### src/rtl/send_arbiter_pkg.sv
// ---------------------------------------------------------------------------
// send_pkg
// Shared types and helpers for the send-channel arbiter.
//   state_t  : transfer sequencer states (3-bit encoding)
//   SYM_W    : width of one channel symbol
//   next_ptr : round-robin pointer advance with wrap
// ---------------------------------------------------------------------------
package send_pkg;

  localparam int SYM_W = 2;

  typedef enum logic [2:0] {
    IDLE    = 3'd0,
    CLEAR   = 3'd1,
    SETUP   = 3'd2,
    SEND    = 3'd3,
    RELEASE = 3'd4,
    DONE    = 3'd5,
    ABORT   = 3'd6
  } state_t;

  // The requester after idx gets first look next time; wraps n-1 back to 0.
  function automatic int next_ptr(input int idx, input int n);
    return (idx >= n - 1) ? 0 : idx + 1;
  endfunction

endpackage

### src/rtl/send_arbiter_if.sv
// ---------------------------------------------------------------------------
// send_arbiter_if
// Bundles the requester side and the receiver side of the shared channel.
//   req    : per-requester transfer request (level)
//   sym    : per-requester symbol, sym[2i+1:2i] belongs to requester i
//   gnt    : one-hot grant for the whole transfer
//   done   : one-cycle successful-completion pulse per requester
//   err    : one-cycle timeout-abort pulse per requester
//   busy   : arbiter not idle
//   ack    : receiver acknowledge
//   bit0/1 : channel symbol LSB/MSB
//   Dt     : data-valid strobe to receiver
//   Cclear : one-cycle clear pulse before each transfer
// master is the arbiter's view, slave is the requester/receiver view.
// ---------------------------------------------------------------------------
interface send_arbiter_if
  import send_pkg::*;
#(
  parameter int NREQ = 4
);

  logic [NREQ-1:0]       req;
  logic [SYM_W*NREQ-1:0] sym;
  logic [NREQ-1:0]       gnt;
  logic [NREQ-1:0]       done;
  logic [NREQ-1:0]       err;
  logic                  busy;
  logic                  ack;
  logic                  bit0;
  logic                  bit1;
  logic                  Dt;
  logic                  Cclear;

  modport master (
    input  req, sym, ack,
    output gnt, done, err, busy, bit0, bit1, Dt, Cclear
  );

  modport slave (
    output req, sym, ack,
    input  gnt, done, err, busy, bit0, bit1, Dt, Cclear
  );

endinterface

### src/rtl/send_arbiter_rr_pick.sv
// ---------------------------------------------------------------------------
// rr_pick
// Combinational round-robin selector.
//   req : request vector
//   ptr : index that has highest priority this round
//   any : at least one request is set
//   idx : first set request scanning ptr, ptr+1, ... with wrap
// ---------------------------------------------------------------------------
module rr_pick #(
  parameter int NREQ = 4,
  parameter int PW   = $clog2(NREQ)
) (
  input  logic [NREQ-1:0] req,
  input  logic [PW-1:0]   ptr,
  output logic            any,
  output logic [PW-1:0]   idx
);

  logic [PW-1:0] cand;

  // Walk the candidates from furthest to nearest so the one closest to ptr
  // is the last to overwrite idx and therefore wins.
  always_comb begin
    any  = |req;
    idx  = '0;
    cand = '0;
    for (int k = NREQ - 1; k >= 0; k--) begin
      cand = PW'((int'(ptr) + k) % NREQ);
      if (req[cand]) idx = cand;
    end
  end

endmodule

### src/rtl/send_arbiter.sv
// ---------------------------------------------------------------------------
// send_arbiter
// Shares one 2-bit send channel between NREQ requesters. Each granted
// transfer runs CLEAR -> SETUP -> SEND -> RELEASE -> DONE, or drops into
// ABORT when the receiver does not answer within TIMEOUT cycles.
//   clk   : system clock, rising edge
//   reset : asynchronous, active-high
//   bus   : send_arbiter_if master modport (requesters + receiver channel)
// Every output is decoded from registered state only, so ack never reaches
// an output combinationally.
// ---------------------------------------------------------------------------
module send_arbiter
  import send_pkg::*;
#(
  parameter int NREQ    = 4,
  parameter int TIMEOUT = 16
) (
  input  logic                 clk,
  input  logic                 reset,
  send_arbiter_if.master       bus
);

  localparam int PW = $clog2(NREQ);
  localparam int TW = (TIMEOUT > 1) ? $clog2(TIMEOUT) : 1;
  localparam logic [TW-1:0] TMAX = TW'(TIMEOUT - 1);

  state_t           state, state_n;
  logic [PW-1:0]    ptr, ptr_n;
  logic [PW-1:0]    gidx, gidx_n;
  logic [SYM_W-1:0] symreg, symreg_n;
  logic [TW-1:0]    timer, timer_n;

  logic             pick_any;
  logic [PW-1:0]    pick_idx;

  logic [NREQ-1:0]  gidx_oh;
  logic             in_xfer;

  rr_pick #(
    .NREQ (NREQ),
    .PW   (PW)
  ) u_pick (
    .req (bus.req),
    .ptr (ptr),
    .any (pick_any),
    .idx (pick_idx)
  );

  // State register plus the datapath registers the sequencer carries along.
  // Reset drops whatever transfer was in flight without any done/err pulse.
  always_ff @(posedge clk or posedge reset) begin
    if (reset) begin
      state  <= IDLE;
      ptr    <= '0;
      gidx   <= '0;
      symreg <= '0;
      timer  <= '0;
    end else begin
      state  <= state_n;
      ptr    <= ptr_n;
      gidx   <= gidx_n;
      symreg <= symreg_n;
      timer  <= timer_n;
    end
  end

  // Next-state logic. The symbol is copied once at grant time, so later
  // changes on sym or req cannot disturb a running transfer. The timer is
  // shared by SEND and RELEASE and restarts on entry to each.
  always_comb begin
    state_n  = state;
    ptr_n    = ptr;
    gidx_n   = gidx;
    symreg_n = symreg;
    timer_n  = timer;
    case (state)
      IDLE: begin
        if (pick_any) begin
          gidx_n = pick_idx;
          for (int i = 0; i < NREQ; i++) begin
            if (pick_idx == PW'(i)) symreg_n = bus.sym[i*SYM_W +: SYM_W];
          end
          state_n = CLEAR;
        end
      end
      CLEAR: state_n = SETUP;
      SETUP: begin
        timer_n = '0;
        state_n = SEND;
      end
      SEND: begin
        if (bus.ack) begin
          timer_n = '0;
          state_n = RELEASE;
        end else if (timer == TMAX) begin
          state_n = ABORT;
        end else begin
          timer_n = timer + 1'b1;
        end
      end
      RELEASE: begin
        if (!bus.ack) begin
          state_n = DONE;
        end else if (timer == TMAX) begin
          state_n = ABORT;
        end else begin
          timer_n = timer + 1'b1;
        end
      end
      DONE, ABORT: begin
        ptr_n   = PW'(next_ptr(int'(gidx), NREQ));
        state_n = IDLE;
      end
      default: state_n = IDLE;
    endcase
  end

  // Output decode: grant and symbol are only presented from CLEAR through
  // RELEASE; completion and abort pulses come straight from their states.
  assign gidx_oh = NREQ'(1) << gidx;
  assign in_xfer = (state == CLEAR) || (state == SETUP) ||
                   (state == SEND)  || (state == RELEASE);

  assign bus.gnt    = in_xfer ? gidx_oh : '0;
  assign bus.done   = (state == DONE)  ? gidx_oh : '0;
  assign bus.err    = (state == ABORT) ? gidx_oh : '0;
  assign bus.busy   = (state != IDLE);
  assign bus.bit0   = in_xfer & symreg[0];
  assign bus.bit1   = in_xfer & symreg[1];
  assign bus.Dt     = (state == SEND);
  assign bus.Cclear = (state == CLEAR);

endmodule

### src/flat_wrapper.sv
// flat-port wrapper written by rule: the top's interface ports become plain ports
module send_arbiter_flat import send_pkg::*;
#(
  parameter int NREQ    = 4,
  parameter int TIMEOUT = 16
)
  (clk, reset, bus_req, bus_sym, bus_ack, bus_gnt, bus_done, bus_err, bus_busy, bus_bit0, bus_bit1, bus_Dt, bus_Cclear);
  send_arbiter_if #(.NREQ(NREQ)) bus_i ();
  input  logic clk;
  input  logic reset;
  input wire logic [$bits(bus_i.req)-1:0] bus_req;
  input wire logic [$bits(bus_i.sym)-1:0] bus_sym;
  input wire logic [$bits(bus_i.ack)-1:0] bus_ack;
  output wire logic [$bits(bus_i.gnt)-1:0] bus_gnt;
  output wire logic [$bits(bus_i.done)-1:0] bus_done;
  output wire logic [$bits(bus_i.err)-1:0] bus_err;
  output wire logic [$bits(bus_i.busy)-1:0] bus_busy;
  output wire logic [$bits(bus_i.bit0)-1:0] bus_bit0;
  output wire logic [$bits(bus_i.bit1)-1:0] bus_bit1;
  output wire logic [$bits(bus_i.Dt)-1:0] bus_Dt;
  output wire logic [$bits(bus_i.Cclear)-1:0] bus_Cclear;
  assign bus_i.req = bus_req;
  assign bus_i.sym = bus_sym;
  assign bus_i.ack = bus_ack;
  assign bus_gnt = bus_i.gnt;
  assign bus_done = bus_i.done;
  assign bus_err = bus_i.err;
  assign bus_busy = bus_i.busy;
  assign bus_bit0 = bus_i.bit0;
  assign bus_bit1 = bus_i.bit1;
  assign bus_Dt = bus_i.Dt;
  assign bus_Cclear = bus_i.Cclear;
  send_arbiter #(.NREQ(NREQ), .TIMEOUT(TIMEOUT)) u_core (.clk(clk), .reset(reset), .bus(bus_i));
endmodule
### config.mk
export PLATFORM = sky130hd
export DESIGN_NAME = send_arbiter_flat
export DESIGN_NICKNAME = d
export VERILOG_FILES = /design/src/rtl/send_arbiter_pkg.sv /design/src/rtl/send_arbiter_if.sv /design/src/rtl/send_arbiter_rr_pick.sv /design/src/rtl/send_arbiter.sv /design/src/flat_wrapper.sv
export SDC_FILE = /design/constraint.sdc
export NUM_CORES = 1
export LEC_CHECK = 0
export ABC_CLOCK_PERIOD_IN_PS = 1600
export CAP_MARGIN = 5
export CORE_MARGIN = 2
export CORE_UTILIZATION = 45
export CTS_BUF_LIST = sky130_fd_sc_hd__clkbuf_16
export CTS_CLUSTER_DIAMETER = 30
export DETAILED_ROUTE_END_ITERATION = 8
export PLACE_DENSITY = 0.86
export SLEW_MARGIN = 5
export SYNTH_ARGS = -nofsm -noshare
export SYNTH_HDL_FRONTEND = slang
export SYNTH_SLANG_ARGS = --single-unit
### constraint.sdc
create_clock -name clk -period 1.6 [get_ports clk]
set_input_delay 0.32 -clock clk [delete_from_list [all_inputs] [get_ports clk]]
set_output_delay 0.32 -clock clk [all_outputs]
set_load 0.02 [all_outputs]
# Word-level counts from Yosys, hierarchy flattened
# Index checks and enable logic that the tools add are counted.
[word_totals]
register_bits = 13
input_bits = 15
output_inout_bits = 17
[op_classes]
n_addsub = 5
magnitude_cmp = 5
n_eq_ne = 12
shift = 1
mux = 29
bitwise = 2
n_reduce_logical = 13
[ops]
columns = ["cell", "n"]
rows = [
  ["2-to-1 mux 4 bit", 6],
  ["2-to-1 mux 2 bit", 9],
  ["case mux 3 bit (5 select lines)", 1],
  ["less-than comparator 2 x 3 -> 1 bit, second input constant", 4],
  ["2-to-1 mux 3 bit", 4],
  ["case mux 4 bit (3 select lines)", 1],
  ["== test 3 bit, second input constant", 3],
  ["binary-select mux 1 bit (select 2 bit)", 4],
  ["== test 3 x 2 -> 1 bit, second input constant", 2],
  ["nonzero test 3 bit", 2],
  ["adder 2 x 1 -> 2 bit, second input constant", 2],
  ["adder 2 bit, second input constant", 2],
  ["adder 4 x 1 -> 4 bit, second input constant", 1],
  ["== test 2 bit, second input constant", 2],
  ["== test 4 bit, second input constant", 1],
  ["2-to-1 mux 1 bit", 4],
  ["AND reduction 2 bit", 2],
  ["nonzero test 4 bit", 1],
  ["OR reduction 4 bit", 1],
  ["left shift 1 x 2 -> 4 bit, first input constant", 1],
  ["== test 3 x 1 -> 1 bit, second input constant", 1],
  ["logical NOT 3 bit", 1],
  ["logical OR 1 bit", 3],
  ["AND reduction 3 bit", 1],
  ["other kinds (7)", 8],
]

# Depth between registers and ports, before layout
# Gate-level depths: netlist (run 1).
[depth]
ltp_word = 12
ltp_mapped = 6

# By module
# Synthesis (run 1) repeated with hierarchy kept, for this count alone.
[hier_totals]
cells_unflattened = 107
hier_area_um2 = 1017.2
[by_module_without_submodules]
columns = ["mod", "instances", "cells_per_inst", "area_per_inst_um2"]
rows = [
  ["send_arbiter", 1, 94, 939.7],
  ["rr_pick", 1, 13, 77.6],
]

# Worst setup path before layout (run 1)
# Ideal clock, no wire load.
[synth_timing]
kind = "reg-to-output"
from = "reg u_core.state[1]"
to = "out bus_bit0"
arrival_ns = 1.146
setup_slack_ns = 0.134
path_stages_with_launch = 5
cell_sequence = "dfrtp_1 > buf_2 > nor2_1 > xnor2_1 > and2_1"
[synth_between]
elab_chain_cells = 5
[synth_lines]
columns = ["item", "line_no", "rtl"]
rows = [
  ["from (decl)", "send_arbiter.sv:27", "state_t state, state_n;"],
  ["from (signal assigned)", "send_arbiter.sv:59", "state <= state_n;"],
  ["== test 3 x 1 -> 1 bit / == test 3 x 2 -> 1 bit (equally long branches)", "send_arbiter.sv:121", "assign in_xfer = (state == CLEAR) || (state == SETUP) ||"],
  ["logical OR 1 bit (2 in a row)", "send_arbiter.sv:121", ""],
  ["logical OR 1 bit *", "send_arbiter.sv:122", "(state == SEND) || (state == RELEASE);"],
  ["bitwise AND 1 bit *", "send_arbiter.sv:128", "assign bus.bit0 = in_xfer & symreg[0];"],
  ["to (decl)", "flat_wrapper.sv:18", "output wire logic [$bits(bus_i.bit0)-1:0] bus_bit0;"],
]
# Mark *: on every way between the ends. The rest lies on a longest branch, timed or not.

# Final worst setup path (run 1)
# Same ends and word-level chain as after synthesis.

==> impl_metrics.json, run 1 <==
{
  "r2r_start": "u_core.state[1]",
  "cts.sinks": 13,
  "ys_seq_area_share_pct": 32.6,
  "yosysWarnings": 0,
  "p_int_w": 0.00190,
  "path_class": "flip-flop to output port",
  "synth_edf_count": 0,
  "clockBufferDepth": 2,
  "setup_tns_ps": -427,
  "placed_cell_area_sq_um": 1450,
  "final_cell_area_sq_um": 1670,
  "cts_max_level": 1,
  "fp.dieW_um": 51.1,
  "area_growth_pct": 67.0,
  "detail_route.wl_per_cell_um": 14.7,
  "violations": "setup timing",
  "syn_nets": 131,
  "r2r_end": "u_core.ptr[1]",
  "antenna_found_initial": 0,
  "crit_family": "flip-flops",
  "comb_power_share_pct": 66.3,
  "antennaDiodeCount": 0,
  "min_period_ps": 1650,
  "cp.arrival_ps": 1330,
  "slowest_stage": "dfrtp_1",
  "hold_slack_ps": 402,
  "hold_viol": 0,
  "clkLatencyLatePin_ps": 240,
  "floorplan.core_area_sq_um": 2150,
  "fin_util_pct": 77.5,
  "cts_inserted_buffers": 3,
  "first_global_vias": 962,
  "fmax_mhz": 605,
  "final_nets": 183,
  "clockPowerShare_pct": 14.6,
  "synth-main-ff-cell": "dfrtp_1",
  "ir_drop_mv": 1.23,
  "p_per_area_nw_per_um2": 1940,
  "grt_pass1_wl_um": 4350,
  "reg2reg_depth": 6,
  "hold_buffers": 0,
  "leakage_nw": 0.798,
  "cts_tree": "yes",
  "drt-total-wl_um": 2790,
  "hpwl_um": 2050,
  "p_switching_w": 0.00133,
  "row_count": 17,
  "numPortBuffers": 31,
  "cts-root-buf": "clkbuf_16",
  "rsz0062_at_grt": "true",
  "worst-path-max-fanout": 6,
  "drtIter0Drc": 18,
  "finalSetupViolations": 10,
  "switching_share_pct": 41.2,
  "die_h_um": 51.1,
  "synthCells": 111,
  "grt.overflow.total": 0,
  "gp_routability_congestion": 0.782,
  "start_util_pct": 46.4,
  "ys_seq_elements": 13,
  "syn-cell-area_sq_um": 997,
  "fin_crit_sh_pct": 103,
  "synth_cell_types": 37,
  "fin_skew_ps": 3.70,
  "dieArea_sq_um": 2610,
  "ant_nets": 0,
  "end_kind": "output port",
  "viasPerCell": 5.36,
  "syn_area_per_cell_sq_um": 8.98,
  "grt_start_max_net_pins": 14,
  "maxSlewHeadroom_pct": 66.5,
  "status": "finished with violations",
  "maxCapViolations": 0,
  "p_seq_share_pct": 19.1,
  "worst-path-buf-inv": 1,
  "grt.total_usage_pct": 22.9,
  "hold_path.class": "input port to async pin",
  "crit_required_ps": 1280,
  "async_reset_ff_share_pct": 100,
  "route.vias.total": 1019,
  "slew_violations": 0,
  "path_clk_slew_ps": 50,
  "layout-drive-gt1-share_pct": 43.8,
  "worst_pin_slew_ps": 501,
  "startpoint_type": "flip-flop",
  "drc": 0,
  "path_cells": "nor2_4 -> xnor2_4 -> and2_4 -> buf_6",
  "drt-pass1-iter-count": 4,
  "r2r_slack_ps": 30,
  "cpPeakStageDelay_ps": 420,
  "layout_setup_ws_ps": -53.9,
  "ios": 32
}
[metrics by stage]
stage               instances  worst slack [ps]  total power [W]
detailed placement        183              -372          0.00235
floorplan                 111               134          0.00162
CTS                       190             -41.2          0.00302
global route              190             -72.8          0.00339
global placement          183              -317          0.00226
finish                    190             -53.9          0.00323
[registers in the layout (all words and copies together), names as in the netlist]
| register | cells |
|---|---|
| u_core.gidx | 2 |
| u_core.ptr | 2 |
| u_core.state | 3 |
| u_core.symreg | 2 |
| u_core.timer | 4 |
[per-layer routing]
layer	routed length, um	GRT usage (%)	vias to the layer above
met5	0	0	-
met3	91	4.09	6
met4	55	10.4	0
met1	1070	25.3	504
li1	-	-	482
met2	1570	42.0	27
[synthesized netlist by cell type (2+ instances only)]
cell type	number	area, sq um
and2_1	14	87.6
dfrtp_1	13	325
nand2_1	12	45.0
inv_1	8	30.0
nor2_1	7	26.3
a21oi_1	5	25.0
ha_1	5	62.6
mux2i_1	5	50.1
nand2b_1	4	25.0
o21ai_1	4	20.0
buf_2	3	15.0
nand3_1	2	10.0
nor2b_1	2	12.5
o221ai_2	2	30.0
o22ai_1	2	12.5
xor2_1	2	17.5
[area by class of cell]
class / count / area, sq um
inverter: 8 / 30.0
sequential: 13 / 327
timing repair buffer: 50 / 464
fill: 147 / 483
clock buffer: 3 / 75.1
clock inverter: 1 / 3.75
multi-input combinational: 87 / 731
tap: 28 / 35.0
[cells in the final DEF (no fill, tap or decap), types with 2 or more instances in the layout]
cell type / instances
buf_2: 2
o21ai_1: 4
nand2b_1: 4
buf_4: 19
nor2_4: 2
o221ai_2: 2
and2_1: 3
a21oi_1: 5
mux2i_2: 2
nand3_1: 2
buf_6: 14
inv_1: 9
nor2b_1: 2
o22ai_1: 2
mux2i_1: 3
clkdlybuf4s50_1: 10
and2_4: 11
dfrtp_1: 12
dlygate4sd2_1: 3
ha_1: 5
nand2_1: 11
nor2_1: 5
clkbuf_16: 3
[cell families after synthesis]
group	count (synthesis)	synth area share (%)
adder cells (fa/ha/maj)	5	6.27
AND/OR/NAND/NOR	52	31.2
AO/OA/AOI/OAI	21	16.6
multiplexers	6	6.15
XOR/XNOR	3	2.64
flip-flops	13	32.6
buffers and inverters	11	4.52
[repair_timing]
| item | in CTS | in global routing |
|---|---|---|
| setup endpoints to repair | 21 | 20 |
| resized for setup | 105 | 24 |
| cloned | 0 | 0 |
| buffers inserted | 3 | 0 |
| pin swaps | 15 | 3 |
[how the worst max path moves through the flow]
stage	startpoint	endpoint	slack, ps	cells past startpoint
after floorplan	u_core.state[1]	bus_bit0	130	4
after global placement	bus_req[0]	u_core.symreg[1]	-320	6
after detailed placement	bus_req[0]	u_core.symreg[1]	-370	6
after CTS	u_core.state[0]	bus_err[0]	-40	4
after global routing	u_core.state[0]	bus_err[3]	-70	4
final	u_core.state[1]	bus_bit0	-50	4
[power groups by stage]
stage                     Combinational [W]  Clock [W]  Sequential (W)
after floorplan                     0.00106          0        0.000552
after global placement              0.00168          0        0.000581
after detailed placement            0.00176          0        0.000596
after CTS                           0.00194   0.000474        0.000606
after global routing                0.00228   0.000486        0.000631
final                               0.00214   0.000471        0.000617
Note: power is estimated with default switching activity, not from simulation.
==> inputs of run 2 (changes only) <==
--- a/config.mk
+++ b/config.mk
@@ -13,7 +13,6 @@
 export CTS_CLUSTER_DIAMETER = 30
 export DETAILED_ROUTE_END_ITERATION = 8
 export PLACE_DENSITY = 0.86
-export SLEW_MARGIN = 5
 export SYNTH_ARGS = -nofsm -noshare
 export SYNTH_HDL_FRONTEND = slang
 export SYNTH_SLANG_ARGS = --single-unit
==> results of run 2 <==
No change in the layout: final DEF, timing and power equal those of run 1.
==> inputs of run 3 (changes only) <==
--- a/config.mk
+++ b/config.mk
@@ -5,14 +5,14 @@
 export SDC_FILE = /design/constraint.sdc
 export NUM_CORES = 1
 export LEC_CHECK = 0
-export ABC_CLOCK_PERIOD_IN_PS = 1600
+export ABC_CLOCK_PERIOD_IN_PS = 1520
 export CAP_MARGIN = 5
 export CORE_MARGIN = 2
-export CORE_UTILIZATION = 45
+export CORE_UTILIZATION = 41
 export CTS_BUF_LIST = sky130_fd_sc_hd__clkbuf_16
 export CTS_CLUSTER_DIAMETER = 30
 export DETAILED_ROUTE_END_ITERATION = 8
-export PLACE_DENSITY = 0.86
+export PLACE_DENSITY = 0.83
 export SYNTH_ARGS = -nofsm -noshare
 export SYNTH_HDL_FRONTEND = slang
 export SYNTH_SLANG_ARGS = --single-unit
==> constraint.sdc (replaced) <==
create_clock -name clk -period 1.52 [get_ports clk]
set_input_delay 0.304 -clock clk [delete_from_list [all_inputs] [get_ports clk]]
set_output_delay 0.304 -clock clk [all_outputs]
set_load 0.02 [all_outputs]
==> impl_metrics.json, run 3 (synthesis gave the netlist of run 1 again) <==
{
  "worst-path-buf-inv": 2,
  "p_seq_share_pct": 18.2,
  "fp.dieW_um": 53.3,
  "leakage_nw": 0.833,
  "clockPowerShare_pct": 13.6,
  "clkLatencyLatePin_ps": 240,
  "grt_pass1_wl_um": 4280,
  "grt.total_usage_pct": 20.9,
  "antenna_found_initial": 0,
  "regMostFlops": "u_core.timer",
  "p_per_area_nw_per_um2": 2040,
  "switching_share_pct": 40.9,
  "cpPeakStageDelay_ps": 420,
  "fin_skew_ps": 2.46,
  "drc": 0,
  "path_class": "flip-flop to output port",
  "path_clk_slew_ps": 50,
  "crit_family": "simple AND/OR/NAND/NOR gates",
  "hpwl_um": 2030,
  "row_count": 17,
  "comb_power_share_pct": 68.1,
  "pre_cts_ws_ps": -480,
  "fin_crit_sh_pct": 108,
  "ant_nets": 0,
  "hold_buffers": 0,
  "dp.cells": 183,
  "cts_max_level": 1,
  "fill_cells": 145,
  "maxSlewHeadroom_pct": 68.3,
  "numPortBuffers": 31,
  "layout_setup_ws_ps": -122,
  "hold_viol": 0,
  "fmax_mhz": 609,
  "dieArea_sq_um": 2840,
  "p_int_w": 0.00214,
  "maxCapViolations": 0,
  "grt.overflow.total": 0,
  "route.vias.total": 993,
  "end_kind": "output port",
  "gp_routability_congestion": 0.761,
  "hold_path.class": "input port to async pin",
  "area_growth_pct": 77.8,
  "final_cell_mix": "buf_6, buf_4, dfrtp_1",
  "violations": "setup timing",
  "crit_required_ps": 1220,
  "cts.sinks": 13,
  "path_cells": "buf_6 -> and3b_2 -> and2_4 -> buf_6",
  "die_h_um": 53.3,
  "drt-pass1-iter-count": 3,
  "min_period_ps": 1640,
  "clockBufferDepth": 2,
  "stdcell_count": 196,
  "finalSetupViolations": 17,
  "status": "finished with violations",
  "p_total_w": 0.00362,
  "startpoint_type": "flip-flop",
  "cts_tree": "yes",
  "worst-path-max-fanout": 4,
  "floorplan.core_area_sq_um": 2250,
  "first_global_vias": 978,
  "p_switching_w": 0.00148,
  "worst_pin_slew_ps": 475,
  "mostFrequentLayoutCell": "buf_6",
  "rsz0062_at_grt": "true",
  "grt_start_max_net_pins": 14,
  "start_util_pct": 44.2,
  "ios": 32,
  "largest_reg_flops": 4,
  "ir_drop_mv": 1.68,
  "layout-drive-gt1-share_pct": 50.6,
  "detail_route.wl_per_cell_um": 14.9,
  "final_nets": 189,
  "drtIter0Drc": 1,
  "slowest_stage": "dfrtp_1",
  "drt-total-wl_um": 2920,
  "antennaDiodeCount": 0,
  "cp.arrival_ps": 1340,
  "largestRegisters": "u_core.timer x4, u_core.state x3",
  "cts_inserted_buffers": 3,
  "slew_violations": 0,
  "crit_top_cell": "buf_6",
  "viasPerCell": 5.07,
  "cts-root-buf": "clkbuf_16"
}
## run 3: cell count changes in the layout (fill, tap and decap cells not counted), sizes merged
cell / delta
buf: +6
dlygate4sd2: +1
dlymetal6s2s: -1
## run 3: area by class of cell
cell class                 count  area [sq um]  share of cell area (%)
tap                           28          35.0                    1.98
timing repair buffer          56           539                    30.4
multi-input combinational     87           763                    43.0
clock inverter                 1          3.75                   0.212
clock buffer                   3          75.1                    4.23
inverter                       8          30.0                    1.69
sequential                    13           327                    18.4
## run 3: metal layers
layer / vias up / track usage, % / routed length, um
met5: - / 0 / 0
met4: 0 / 5.56 / 12
met3: 2 / 1.69 / 67
met2: 19 / 40.3 / 1740
met1: 480 / 24.1 / 1110
li1: 492 / - / -
## run 3: final timing paths
check / startpoint / slack, ps / to / depth (start not counted)
worst max-delay path: u_core.state[0] / -120 / bus_err[0] / 4
worst min-delay path: reset / 380 / u_core.timer[0] / 2
worst max register to register: u_core.state[1] / 0 / u_core.symreg[1] / 7
worst min register to register: u_core.symreg[1] / 480 / u_core.symreg[1] / 2
max in group asynchronous: reset / 790 / u_core.state[2] / 2
min in group clk: u_core.symreg[1] / 480 / u_core.symreg[1] / 2
## run 3: worst reg2reg max path, delay by kind of cell, from the launching register on
kind            cells  cell delay, ps
flops               1             410
buf+inv             3             420
compound gates      1             160
simple gates        3             450
## run 3: repair_timing
item / in CTS / in global routing
gates resized for setup: 126 / 19
pin swaps: 18 / 9
buffers inserted: 6 / 3
setup endpoints to repair: 21 / 23
hold endpoints to repair: 0 / 0
## run 3: power by group through the flow
stage               logic, W  registers (W)  clock network, W
finish               0.00247       0.000660          0.000494
global route         0.00265       0.000681          0.000518
CTS                  0.00219       0.000649          0.000489
detailed placement   0.00186       0.000618                 0
global placement     0.00178       0.000606                 0
floorplan            0.00112       0.000581                 0
## run 3: through the flow
| step | hold slack, ps | area, sq um | setup TNS (ps) | utilization, % |
|---|---|---|---|---|
| 2_1_floorplan | 181 | 997 | 0 | - |
| 3_3_place_gp | 472 | 1450 | -5910 | 64.2 |
| 3_5_place_dp | 476 | 1450 | -6680 | 64.2 |
| 4_1_cts | 401 | 1660 | -865 | 73.6 |
| 5_1_grt | 456 | 1770 | -2350 | 78.6 |
| 6_report | 377 | 1770 | -1170 | 78.6 |
